**config.mk**
```make
export PLATFORM = sky130hd
export DESIGN_NAME = im_loader_flat
export DESIGN_NICKNAME = d
export VERILOG_FILES = /design/src/rtl/im_loader_if.sv /design/src/rtl/im_loader.sv /design/src/flat_wrapper.sv
export SDC_FILE = /design/constraint.sdc
export NUM_CORES = 1
export LEC_CHECK = 0
export CAP_MARGIN = 20
export CELL_PAD_IN_SITES_DETAIL_PLACEMENT = 1
export CELL_PAD_IN_SITES_GLOBAL_PLACEMENT = 1
export CORE_MARGIN = 2
export CORE_UTILIZATION = 40
export CTS_CLUSTER_SIZE = 12
export DETAILED_ROUTE_END_ITERATION = 10
export PLACE_DENSITY = 0.81
export SYNTH_ARGS = -nofsm -noshare
export SYNTH_HDL_FRONTEND = slang
export SYNTH_SLANG_ARGS = --single-unit
```
**constraint.sdc**
```tcl
create_clock -name clk -period 2.3 [get_ports clk]
set_clock_uncertainty 0.2 [all_clocks]
set_input_delay 0.46 -clock clk [delete_from_list [all_inputs] [get_ports clk]]
set_output_delay 0.46 -clock clk [all_outputs]
set_load 0.03 [all_outputs]
```
**src/rtl/im_loader_if.sv**
```systemverilog
// Byte-stream and instruction-memory write bundle for im_loader.
// The loader sits on the slave side; the byte source and IM/core sit on the master side.
interface im_loader_if #(
    parameter int ADDR_W = 10
);
    logic [7:0]        in_data;
    logic              in_valid;
    logic              in_ready;
    logic              reload;
    logic              im_we;
    logic [ADDR_W-1:0] im_addr;
    logic [31:0]       im_wdata;
    logic              cpu_rst_n;
    logic              busy;
    logic              done;
    logic              error;

    modport slave (
        input  in_data, in_valid, reload,
        output in_ready, im_we, im_addr, im_wdata, cpu_rst_n, busy, done, error
    );

    modport master (
        output in_data, in_valid, reload,
        input  in_ready, im_we, im_addr, im_wdata, cpu_rst_n, busy, done, error
    );
endinterface

```
**src/rtl/im_loader.sv**
```systemverilog
// Boot loader: assembles a length-prefixed little-endian byte stream into IM words
// and releases the core reset once the image is in. Optional trailer check: CHECKSUM_EN.
module im_loader #(
    parameter int ADDR_W = 10
) (
    input  logic         clk,
    input  logic         rst,
    im_loader_if.slave   bus
);
    localparam logic [16:0] DEPTH_W = 17'(1 << ADDR_W);

    typedef enum logic [2:0] {
        LEN0 = 3'd0,
        LEN1 = 3'd1,
        DATA = 3'd2,
`ifdef CHECKSUM_EN
        CSUM = 3'd3,
`endif
        DONE = 3'd4,
        ERR  = 3'd5
    } state_e;

`ifdef CHECKSUM_EN
    localparam state_e END_S = CSUM;
`else
    localparam state_e END_S = DONE;
`endif

    state_e            state_q;
    state_e            state_d;
    logic [15:0]       count_q;
    logic [1:0]        byte_idx_q;
    logic [ADDR_W-1:0] word_idx_q;
    logic [23:0]       word_q;
`ifdef CHECKSUM_EN
    logic [7:0]        csum_q;
`endif
    logic              in_ready_q;
    logic              im_we_q;
    logic [ADDR_W-1:0] im_addr_q;
    logic [31:0]       im_wdata_q;
    logic              cpu_rst_n_q;
    logic              busy_q;
    logic              done_q;
    logic              error_q;

    logic              xfer_s;
    logic [16:0]       count_full_s;
    logic              last_word_s;

    assign xfer_s       = bus.in_valid & in_ready_q;
    assign count_full_s = {1'b0, bus.in_data, count_q[7:0]};
    assign last_word_s  = ((17'(word_idx_q) + 17'd1) == {1'b0, count_q});

    // Next-state decode; reload overrides any transfer on the same edge
    always_comb begin
        state_d = state_q;
        if (bus.reload) begin
            state_d = LEN0;
        end else if (xfer_s) begin
            case (state_q)
                LEN0: state_d = LEN1;
                LEN1: begin
                    if (count_full_s > DEPTH_W) begin
                        state_d = ERR;
                    end else if (count_full_s == 17'd0) begin
                        state_d = END_S;
                    end else begin
                        state_d = DATA;
                    end
                end
                DATA: begin
                    if ((byte_idx_q == 2'd3) && last_word_s) begin
                        state_d = END_S;
                    end else begin
                        state_d = DATA;
                    end
                end
`ifdef CHECKSUM_EN
                CSUM: begin
                    if (bus.in_data == csum_q) begin
                        state_d = DONE;
                    end else begin
                        state_d = ERR;
                    end
                end
`endif
                default: state_d = state_q;
            endcase
        end else begin
            state_d = state_q;
        end
    end

    // State, datapath and registered outputs
    always_ff @(posedge clk or negedge rst) begin
        if (!rst) begin
            state_q     <= LEN0;
            count_q     <= 16'd0;
            byte_idx_q  <= 2'd0;
            word_idx_q  <= '0;
            word_q      <= 24'd0;
`ifdef CHECKSUM_EN
            csum_q      <= 8'd0;
`endif
            in_ready_q  <= 1'b1;
            im_we_q     <= 1'b0;
            im_addr_q   <= '0;
            im_wdata_q  <= 32'd0;
            cpu_rst_n_q <= 1'b0;
            busy_q      <= 1'b1;
            done_q      <= 1'b0;
            error_q     <= 1'b0;
        end else begin
            state_q     <= state_d;
            in_ready_q  <= (state_d != DONE) && (state_d != ERR);
            done_q      <= (state_d == DONE);
            error_q     <= (state_d == ERR);
            busy_q      <= (state_d != DONE) && (state_d != ERR);
            // Core release lags DONE by one edge so the last write has landed
            cpu_rst_n_q <= (state_q == DONE) && !bus.reload;
            im_we_q     <= 1'b0;
            if (bus.reload) begin
                count_q    <= 16'd0;
                byte_idx_q <= 2'd0;
                word_idx_q <= '0;
                im_addr_q  <= '0;
`ifdef CHECKSUM_EN
                csum_q     <= 8'd0;
`endif
            end else if (xfer_s) begin
                case (state_q)
                    LEN0: begin
                        count_q[7:0] <= bus.in_data;
`ifdef CHECKSUM_EN
                        csum_q       <= 8'd0;
`endif
                    end
                    LEN1: count_q[15:8] <= bus.in_data;
                    DATA: begin
                        byte_idx_q <= byte_idx_q + 2'd1;
                        word_q     <= {bus.in_data, word_q[23:8]};
`ifdef CHECKSUM_EN
                        csum_q     <= csum_q ^ bus.in_data;
`endif
                        if (byte_idx_q == 2'd3) begin
                            im_we_q    <= 1'b1;
                            im_addr_q  <= word_idx_q;
                            im_wdata_q <= {bus.in_data, word_q};
                            word_idx_q <= word_idx_q + {{(ADDR_W-1){1'b0}}, 1'b1};
                        end
                    end
                    default: ;
                endcase
            end
        end
    end

    assign bus.in_ready  = in_ready_q;
    assign bus.im_we     = im_we_q;
    assign bus.im_addr   = im_addr_q;
    assign bus.im_wdata  = im_wdata_q;
    assign bus.cpu_rst_n = cpu_rst_n_q;
    assign bus.busy      = busy_q;
    assign bus.done      = done_q;
    assign bus.error     = error_q;
endmodule

```
**src/flat_wrapper.sv**
```systemverilog
// flat-port wrapper written by rule: the top's interface ports become plain ports
module im_loader_flat 
#(
    parameter int ADDR_W = 10
)
  (clk, rst, bus_in_data, bus_in_valid, bus_reload, bus_in_ready, bus_im_we, bus_im_addr, bus_im_wdata, bus_cpu_rst_n, bus_busy, bus_done, bus_error);
  im_loader_if #(.ADDR_W(ADDR_W)) bus_i ();
  input  logic clk;
  input  logic rst;
  input wire logic [$bits(bus_i.in_data)-1:0] bus_in_data;
  input wire logic [$bits(bus_i.in_valid)-1:0] bus_in_valid;
  input wire logic [$bits(bus_i.reload)-1:0] bus_reload;
  output wire logic [$bits(bus_i.in_ready)-1:0] bus_in_ready;
  output wire logic [$bits(bus_i.im_we)-1:0] bus_im_we;
  output wire logic [$bits(bus_i.im_addr)-1:0] bus_im_addr;
  output wire logic [$bits(bus_i.im_wdata)-1:0] bus_im_wdata;
  output wire logic [$bits(bus_i.cpu_rst_n)-1:0] bus_cpu_rst_n;
  output wire logic [$bits(bus_i.busy)-1:0] bus_busy;
  output wire logic [$bits(bus_i.done)-1:0] bus_done;
  output wire logic [$bits(bus_i.error)-1:0] bus_error;
  assign bus_i.in_data = bus_in_data;
  assign bus_i.in_valid = bus_in_valid;
  assign bus_i.reload = bus_reload;
  assign bus_in_ready = bus_i.in_ready;
  assign bus_im_we = bus_i.im_we;
  assign bus_im_addr = bus_i.im_addr;
  assign bus_im_wdata = bus_i.im_wdata;
  assign bus_cpu_rst_n = bus_i.cpu_rst_n;
  assign bus_busy = bus_i.busy;
  assign bus_done = bus_i.done;
  assign bus_error = bus_i.error;
  im_loader #(.ADDR_W(ADDR_W)) u_core (.clk(clk), .rst(rst), .bus(bus_i));
endmodule
```
==> insert_results.sql, run 1 <==
INSERT INTO impl_metrics (metric_group, metric, value, unit) VALUES
('route', 'first_pass_iters', '4', ''),
('clock_network', 'clock_tree.root_cell', 'sky130_fd_sc_hd__clkbuf_16', ''),
('layout', 'n_fill_cell', '1118', ''),
('grt', 'globalRouteOverflowTotal', '0', ''),
('timing', 'final_period_minus_worst_setup_slack', '2385', 'ps'),
('synthesis', 'async_flop_share', '100.0', '%'),
('floorplan', 'rows', '38', ''),
('critical_path', 'worst-endpoint-required', '2370', 'ps'),
('timing', 'relative_slew_slack', '66.33', '%'),
('job', 'max_cap_violations', '0', ''),
('timing', 'finalHoldViolCount', '0', ''),
('synthesis', 'synth-edff-count', '0', ''),
('timing', 'rsz0062_at_grt', 'true', ''),
('layout', 'most_used_cells_in_the_layout_excluding_fill_and_tap_cells', 'sky130_fd_sc_hd__dfrtp_1, sky130_fd_sc_hd__clkdlybuf4s50_1, sky130_fd_sc_hd__buf_4, sky130_fd_sc_hd__mux2_1, sky130_fd_sc_hd__nor2_1', ''),
('power_and_ir_drop', 'largest_voltage_drop_on_the_vdd_net', '368.5', 'uV'),
('synthesis', 'post_syn_area_per_cell', '12.42', 'um^2'),
('floorplan', 'chipHeight', '110.6', 'um'),
('timing', 'final_critical_path_setup_slack', '-85.25', 'ps'),
('floorplan', 'coreArea', '0.01098', 'mm^2'),
('clock_network', 'clk_transition_reported_paths', '70', 'ps'),
('layout', 'fin_nets', '470', ''),
('status', 'failed_checks', 'negative setup slack', ''),
('critical_path', 'endpoint', 'u_core.state_q[2]$_DFF_PN0_', ''),
('synthesis', 'yosysWarningCount', '0', ''),
('critical_path', 'setup.worst_path.end_class', 'flop', ''),
('critical_path', 'crit_path_top_delay_cell', 'sky130_fd_sc_hd__or4_4', ''),
('clock_network', 'clock_sink_count', '102', ''),
('layout', 'area_delta_synth_final', '31.13', '%'),
('clock_network', 'tritoncts_clock_tree', 'yes', ''),
('synthesis', 'synthesis.area', '0.004546', 'mm^2'),
('synthesis', 'post-synth-top-area-fraction', '55.60', '%'),
('route', 'drt.antenna.violating_nets', '0', ''),
('layout', 'antenna_cells', '0', ''),
('critical_path', 'critical_path_arrival', '2460', 'ps'),
('place', 'port_bufs', '59', ''),
('critical_path', 'cell_by_cell_trace_of_the_critical_path', 'buf_6 -> nand2_2 -> or4_4 -> a211o_1 -> a311oi_2 -> buf_4 -> nand4_1 -> a21oi_2', ''),
('clock_network', 'h-tree-depth', '3', ''),
('timing', 'totalNegativeSetupSlack', '-305.0', 'ps'),
('power_and_ir_drop', 'power_per_cell_area', '641.4', 'mW/mm^2'),
('clock_network', 'tritoncts.num_buffers', '9', ''),
('critical_path', 'r2r_start', 'u_core.word_idx_q[1]$_DFFE_PN0P_', ''),
('timing', 'post-route-period-util', '103.7', '%'),
('grt', 'track_usage', '19.05', '%'),
('timing', 'setup_violations', '5', ''),
('floorplan', 'boundaryPins', '60', ''),
('timing', 'worst_hold_slack', '287.1', 'ps'),
('status', 'run_status', 'finished with violations', ''),
('layout', 'drive_above_1_share', '24.73', '%'),
('critical_path', 'worstSetupStartpointType', 'flop', ''),
('floorplan', 'floorplan.die_area', '0.01223', 'mm^2'),
('route', 'vias', '3280', ''),
('synthesis', 'ys_ff_latch', '102', ''),
('synthesis', 'synth_top_cell_by_area', 'sky130_fd_sc_hd__dfrtp_1', ''),
('synthesis', 'yosysUniqueCellTypes', '61', ''),
('place', 'hpwl', '7.563', 'mm'),
('grt', 'grt_pass1_wl', '18.64', 'mm'),
('route', 'initialDrtViolationCount', '140', ''),
('grt', 'vias_in_the_first_global_route', '3540', ''),
('timing', 'achievable-frequency', '419.2', 'MHz'),
('synthesis', 'synth_top_flop_cell', 'sky130_fd_sc_hd__dfrtp_1', ''),
('timing', 'report.final.slew_viol_count', '0', ''),
('timing', 'worst_slew_pin_slew', '502.0', 'ps'),
('layout', 'most_common_library_cell_in_the_layout_ignoring_fill_and_taps', 'sky130_fd_sc_hd__dfrtp_1', ''),
('critical_path', 'worst-path-max-fanout', '3', ''),
('critical_path', 'timing_worst_setup_path_type', 'flop to flop', ''),
('synthesis', 'net_count_synth', '380', ''),
('floorplan', 'floorplan.die.width', '110.6', 'um'),
('floorplan', 'initial_util', '41.39', '%'),
('clock_network', 'cts.path.max_buffers', '2', ''),
('critical_path', 'reg2regPathDepth', '8', ''),
('grt', 'largest_net_degree_at_the_start_of_global_routing', '39', '');
[cells in the mapped netlist (3+ instances only)]
master	n
sky130_fd_sc_hd__a21oi_1	11
sky130_fd_sc_hd__a22o_1	10
sky130_fd_sc_hd__a31oi_1	4
sky130_fd_sc_hd__buf_2	9
sky130_fd_sc_hd__buf_4	5
sky130_fd_sc_hd__buf_6	4
sky130_fd_sc_hd__clkbuf_1	5
sky130_fd_sc_hd__dfrtp_1	101
sky130_fd_sc_hd__inv_1	6
sky130_fd_sc_hd__mux2_1	32
sky130_fd_sc_hd__mux2_2	25
sky130_fd_sc_hd__mux2i_1	8
sky130_fd_sc_hd__nand2_1	15
sky130_fd_sc_hd__nand2b_1	8
sky130_fd_sc_hd__nand3_1	7
sky130_fd_sc_hd__nand4_1	4
sky130_fd_sc_hd__nor2_1	27
sky130_fd_sc_hd__nor3_1	3
sky130_fd_sc_hd__nor4_1	3
sky130_fd_sc_hd__o21ai_0	10
sky130_fd_sc_hd__o31ai_1	3
sky130_fd_sc_hd__or3_1	4
sky130_fd_sc_hd__xnor2_1	11
sky130_fd_sc_hd__xor2_1	7
[worst min-delay path by stage]
stage / start / endpoint / slack [ps] / cells after the start
after floorplan: rst / u_core.bus.cpu_rst_n$_DFF_PN0_ / -40 / 0
after global placement: rst / u_core.bus.error$_DFF_PN0_ / 260 / 1
after detailed placement: rst / u_core.bus.done$_DFF_PN0_ / 260 / 1
after CTS: u_core.bus.im_wdata[26]$_DFFE_PN0P_ / u_core.bus.im_wdata[26]$_DFFE_PN0P_ / 290 / 1
after global routing: u_core.bus.im_wdata[13]$_DFFE_PN0P_ / u_core.bus.im_wdata[13]$_DFFE_PN0P_ / 290 / 1
final: u_core.bus.im_wdata[13]$_DFFE_PN0P_ / u_core.bus.im_wdata[13]$_DFFE_PN0P_ / 290 / 1
[cells by family after synthesis]
family                     count (synthesis)  synth area share, %
DFF                                      102                56.18
and+or+nand+nor                           90                10.65
muxes                                     65                15.88
AOI/OAI and AO/OA                         58                9.386
buffers and inverters                     31                3.881
xor gates and xnor gates                  18                3.468
adders and majority gates                  2               0.5504
[area by class of cell]
| type | count | area (um^2) | share of cell area, % |
|---|---|---|---|
| repair buffers | 102 | 949.7 | 15.93 |
| flip-flops and latches | 102 | 2554 | 42.84 |
| clock buffers | 10 | 229.0 | 3.841 |
| inverters | 8 | 30.03 | 0.5038 |
| well taps | 140 | 175.2 | 2.939 |
| multi-input cells | 233 | 1932 | 32.41 |
| clock inverters | 6 | 91.34 | 1.532 |
[metal layers]
metal / up-vias / global-route usage, % / routed length, um
met5: - / 0 / 0
met4: 0 / 6.167 / 195
met3: 15 / 3.348 / 381
met2: 73 / 32.43 / 6146
met1: 1704 / 24.75 / 4984
li1: 1488 / - / -
[sequential cells by signal, indices dropped and copies added (netlist names)]
name / cells
u_core.bus.im_wdata: 32
u_core.word_q: 24
u_core.count_q: 16
u_core.bus.im_addr: 10
u_core.word_idx_q: 10
u_core.state_q: 3
u_core.byte_idx_q: 2
u_core.bus.cpu_rst_n: 1
u_core.bus.done: 1
u_core.bus.error: 1
u_core.bus.im_we: 1
u_core.bus.in_ready: 1
[critical path: cells and delay by family, from the launching register on]
| family | cells | cell delay [ps] |
|---|---|---|
| compound gates | 3 | 730 |
| simple gates | 3 | 720 |
| flops | 1 | 380 |
| buf+inv | 2 | 300 |
[metrics by stage]
stage / setup WS, ps / util, % / power, mW / std cells / cell area (um^2)
finish: -85.25 / 54.27 / 3.823 / 601 / 5961
global route: -167.0 / 54.27 / 3.939 / 601 / 5961
CTS: -84.27 / 53.42 / 3.824 / 600 / 5867
detailed placement: -453.9 / 49.92 / 2.181 / 580 / 5483
global placement: -409.6 / 49.92 / 2.169 / 580 / 5483
floorplan: 8.417 / - / 2.038 / 366 / 4554
[power breakdown]
| group | total [mW] | internal [mW] | switching (mW) |
|---|---|---|---|
| registers | 1.88 | 1.83 | 0.0463 |
| logic | 0.307 | 0.129 | 0.177 |
| clock network | 1.64 | 0.962 | 0.675 |
[repair_timing]
action,4_1_cts,5_1_grt
endpoints found under the setup margin,5,7
hold buffers,1,0
resized for setup,8,16
hold endpoints to repair,34,0
pin swaps,9,3
buffers inserted,3,0
Note: power is estimated with default switching activity, not from simulation.
==> inputs of run 2 (changes only) <==
--- a/config.mk
+++ b/config.mk
@@ -9,10 +9,10 @@
 export CELL_PAD_IN_SITES_DETAIL_PLACEMENT = 1
 export CELL_PAD_IN_SITES_GLOBAL_PLACEMENT = 1
 export CORE_MARGIN = 2
-export CORE_UTILIZATION = 40
+export CORE_UTILIZATION = 30
 export CTS_CLUSTER_SIZE = 12
 export DETAILED_ROUTE_END_ITERATION = 10
-export PLACE_DENSITY = 0.81
+export PLACE_DENSITY = 0.65
 export SYNTH_ARGS = -nofsm -noshare
 export SYNTH_HDL_FRONTEND = slang
 export SYNTH_SLANG_ARGS = --single-unit
==> run 2 against run 1 <==
Effect of this change: the run still ends with negative setup slack left; fmax up 2.4%; cell count up 8.2%; combinational power down 7.2%; die area up 32%; critical endpoint is now u_core.state_q[1]$_DFF_PN0_; highest routed layer unchanged.
==> insert_results.sql, run 2 (synthesis results as in run 1) <==
INSERT INTO impl_metrics (metric_group, metric, value, unit) VALUES
('status', 'run_status', 'finished with violations', ''),
('status', 'failed_checks', 'negative setup slack', ''),
('route', 'first_pass_iters', '4', ''),
('critical_path', 'r2r_start', 'u_core.word_idx_q[1]$_DFFE_PN0P_', ''),
('grt', 'globalRouteOverflowTotal', '0', ''),
('floorplan', 'initial_util', '31.04', '%'),
('layout', 'layoutNonFillerInstCount', '650', ''),
('timing', 'final_critical_path_setup_slack', '-28.22', 'ps'),
('clock_network', 'tritoncts_clock_tree', 'yes', ''),
('worst_hold_path', 'hold_path.class', 'input port to async pin', ''),
('power_and_ir_drop', 'leakage', '2.738', 'nW'),
('grt', 'vias_in_the_first_global_route', '3499', ''),
('critical_path', 'worstSetupStartpoint', 'u_core.word_idx_q[1]$_DFFE_PN0P_', ''),
('critical_path', 'timing_worst_setup_path_type', 'flop to flop', ''),
('floorplan', 'floorplan.die.width', '127.1', 'um'),
('timing', 'worst_slew_pin_slew', '412.5', 'ps'),
('route', 'vias', '3229', ''),
('grt', 'largest_net_degree_at_the_start_of_global_routing', '53', ''),
('grt', 'grt_antenna_before_repair', '1', ''),
('route', 'drt.antenna.violating_nets', '0', ''),
('route', 'avgViaCountPerCell', '4.968', ''),
('clock_network', 'h-tree-depth', '3', ''),
('clock_network', 'cts.path.max_buffers', '2', ''),
('floorplan', 'floorplan.die_area', '0.01615', 'mm^2'),
('job', 'max_cap_violations', '0', ''),
('critical_path', 'worst-endpoint-required', '2330', 'ps'),
('timing', 'relative_slew_slack', '72.27', '%'),
('layout', 'largest_reg_flops', '32', ''),
('floorplan', 'boundaryPins', '60', ''),
('layout', 'most_common_library_cell_in_the_layout_ignoring_fill_and_taps', 'sky130_fd_sc_hd__dfrtp_1', ''),
('power_and_ir_drop', 'power_per_cell_area', '629.3', 'mW/mm^2'),
('clock_network', 'clk_transition_reported_paths', '70', 'ps'),
('critical_path', 'setup.worst_path.end_class', 'flop', ''),
('layout', 'area_delta_synth_final', '31.65', '%'),
('timing', 'post-route-period-util', '101.2', '%'),
('layout', 'n_fill_cell', '1564', ''),
('place', 'placed_cells_incl_taps', '628', ''),
('timing', 'achievable-frequency', '429.5', 'MHz'),
('clock_network', 'clkLatencyLatePin', '360', 'ps'),
('clock_network', 'clock_sink_count', '102', ''),
('floorplan', 'rows', '44', ''),
('timing', 'rsz0062_at_grt', 'true', ''),
('clock_network', 'tritoncts.num_buffers', '9', ''),
('floorplan', 'coreArea', '0.01464', 'mm^2'),
('timing', 'setup_violations', '3', ''),
('critical_path', 'reg2regPathDepth', '7', ''),
('clock_network', 'clock_tree.root_cell', 'sky130_fd_sc_hd__clkbuf_16', ''),
('place', 'hpwl', '7.721', 'mm'),
('power_and_ir_drop', 'largest_voltage_drop_on_the_vdd_net', '374.4', 'uV'),
('critical_path', 'worstSetupStartpointType', 'flop', ''),
('layout', 'post-route-util', '40.87', '%'),
('timing', 'final_period_minus_worst_setup_slack', '2328', 'ps'),
('place', 'gp_routability_congestion', '0.8192', ''),
('route', 'route.detailed.drc', '0', ''),
('route', 'wl_cell', '16.79', 'um'),
('timing', 'report.final.slew_viol_count', '0', ''),
('floorplan', 'chipHeight', '127.1', 'um'),
('layout', 'most_used_cells_in_the_layout_excluding_fill_and_tap_cells', 'sky130_fd_sc_hd__dfrtp_1, sky130_fd_sc_hd__clkdlybuf4s50_1, sky130_fd_sc_hd__buf_4, sky130_fd_sc_hd__mux2_1, sky130_fd_sc_hd__nor2_1', ''),
('grt', 'track_usage', '14.61', '%'),
('place', 'port_bufs', '59', ''),
('critical_path', 'critical_path_arrival', '2360', 'ps'),
('timing', 'finalHoldViolCount', '0', ''),
('layout', 'drive_above_1_share', '23.23', '%'),
('critical_path', 'worst-path-max-fanout', '3', ''),
('route', 'drt_wl_total', '10.92', 'mm'),
('route', 'initialDrtViolationCount', '99', ''),
('grt', 'grt_pass1_wl', '18.38', 'mm'),
('layout', 'fin_nets', '474', '');
run 2: power breakdown:
part	internal [mW]	total (mW)	switching, mW
combinational	0.126	0.285	0.160
sequential	1.83	1.87	0.0395
clock	0.873	1.61	0.736
total	2.83	3.77	0.935
run 2: what timing repair did:
item	in CTS	in global routing
buffers inserted	2	1
hold buffers	1	0
pin swaps	8	0
endpoints found under the hold margin	8	0
endpoints found under the setup margin	5	6
resized for setup	5	4
run 2: area by class of cell:
type / instances / area [um^2] / share of cell area (%)
Tap cell: 184 / 230.2 / 3.847
Clock inverter: 7 / 88.84 / 1.484
Inverter: 8 / 30.03 / 0.5018
Antenna cell: 1 / 2.502 / 0.04181
Clock buffer: 9 / 225.2 / 3.763
Timing Repair Buffer: 106 / 1003 / 16.77
Sequential cell: 102 / 2554 / 42.67
Multi-Input combinational cell: 233 / 1851 / 30.92
run 2: stage by stage:
| step | instance area, um^2 | power (mW) | setup TNS, ps | worst slack (ps) | hold slack [ps] |
|---|---|---|---|---|---|
| after global placement | 5593 | 2.180 | -14330 | -309.0 | 122.4 |
| after global routing | 5982 | 3.939 | -582.9 | -136.0 | 297.4 |
| final | 5984 | 3.766 | -71.89 | -28.22 | 290.1 |
| after floorplan | 4554 | 2.038 | 0 | 8.417 | -35.59 |
| after detailed placement | 5593 | 2.190 | -15070 | -336.7 | 122.6 |
| after CTS | 5951 | 3.821 | -125.5 | -38.47 | 288.8 |
run 2: worst max-delay path: stages (launching register included):
cell,delay [ps]
sky130_fd_sc_hd__dfrtp_1,390
sky130_fd_sc_hd__ha_2,190
sky130_fd_sc_hd__or4_1,470
sky130_fd_sc_hd__a211o_1,330
sky130_fd_sc_hd__a311oi_2,220
sky130_fd_sc_hd__buf_4,170
sky130_fd_sc_hd__a31o_1,140
sky130_fd_sc_hd__a31oi_1,90
run 2: layer usage:
layer / track usage (%) / vias up / part of all wire [%]
met3: 4.564 / 14 / 5.1
li1: - / 1492 / -
met1: 17.79 / 1666 / 43
met2: 25.17 / 57 / 50
met4: 3.878 / 0 / 1.2
met5: 0 / - / 0
run 2: final timing paths:
check | end | slack (ps)
max | u_core.state_q[1]$_DFF_PN0_ | -30
min | u_core.state_q[2]$_DFF_PN0_ | 290
max reg2reg | u_core.state_q[1]$_DFF_PN0_ | -30
min reg2reg | u_core.bus.im_wdata[6]$_DFFE_PN0P_ | 290
max in group asynchronous | u_core.count_q[10]$_DFFE_PN0P_ | 1090
min in group clk | u_core.bus.im_wdata[6]$_DFFE_PN0P_ | 290
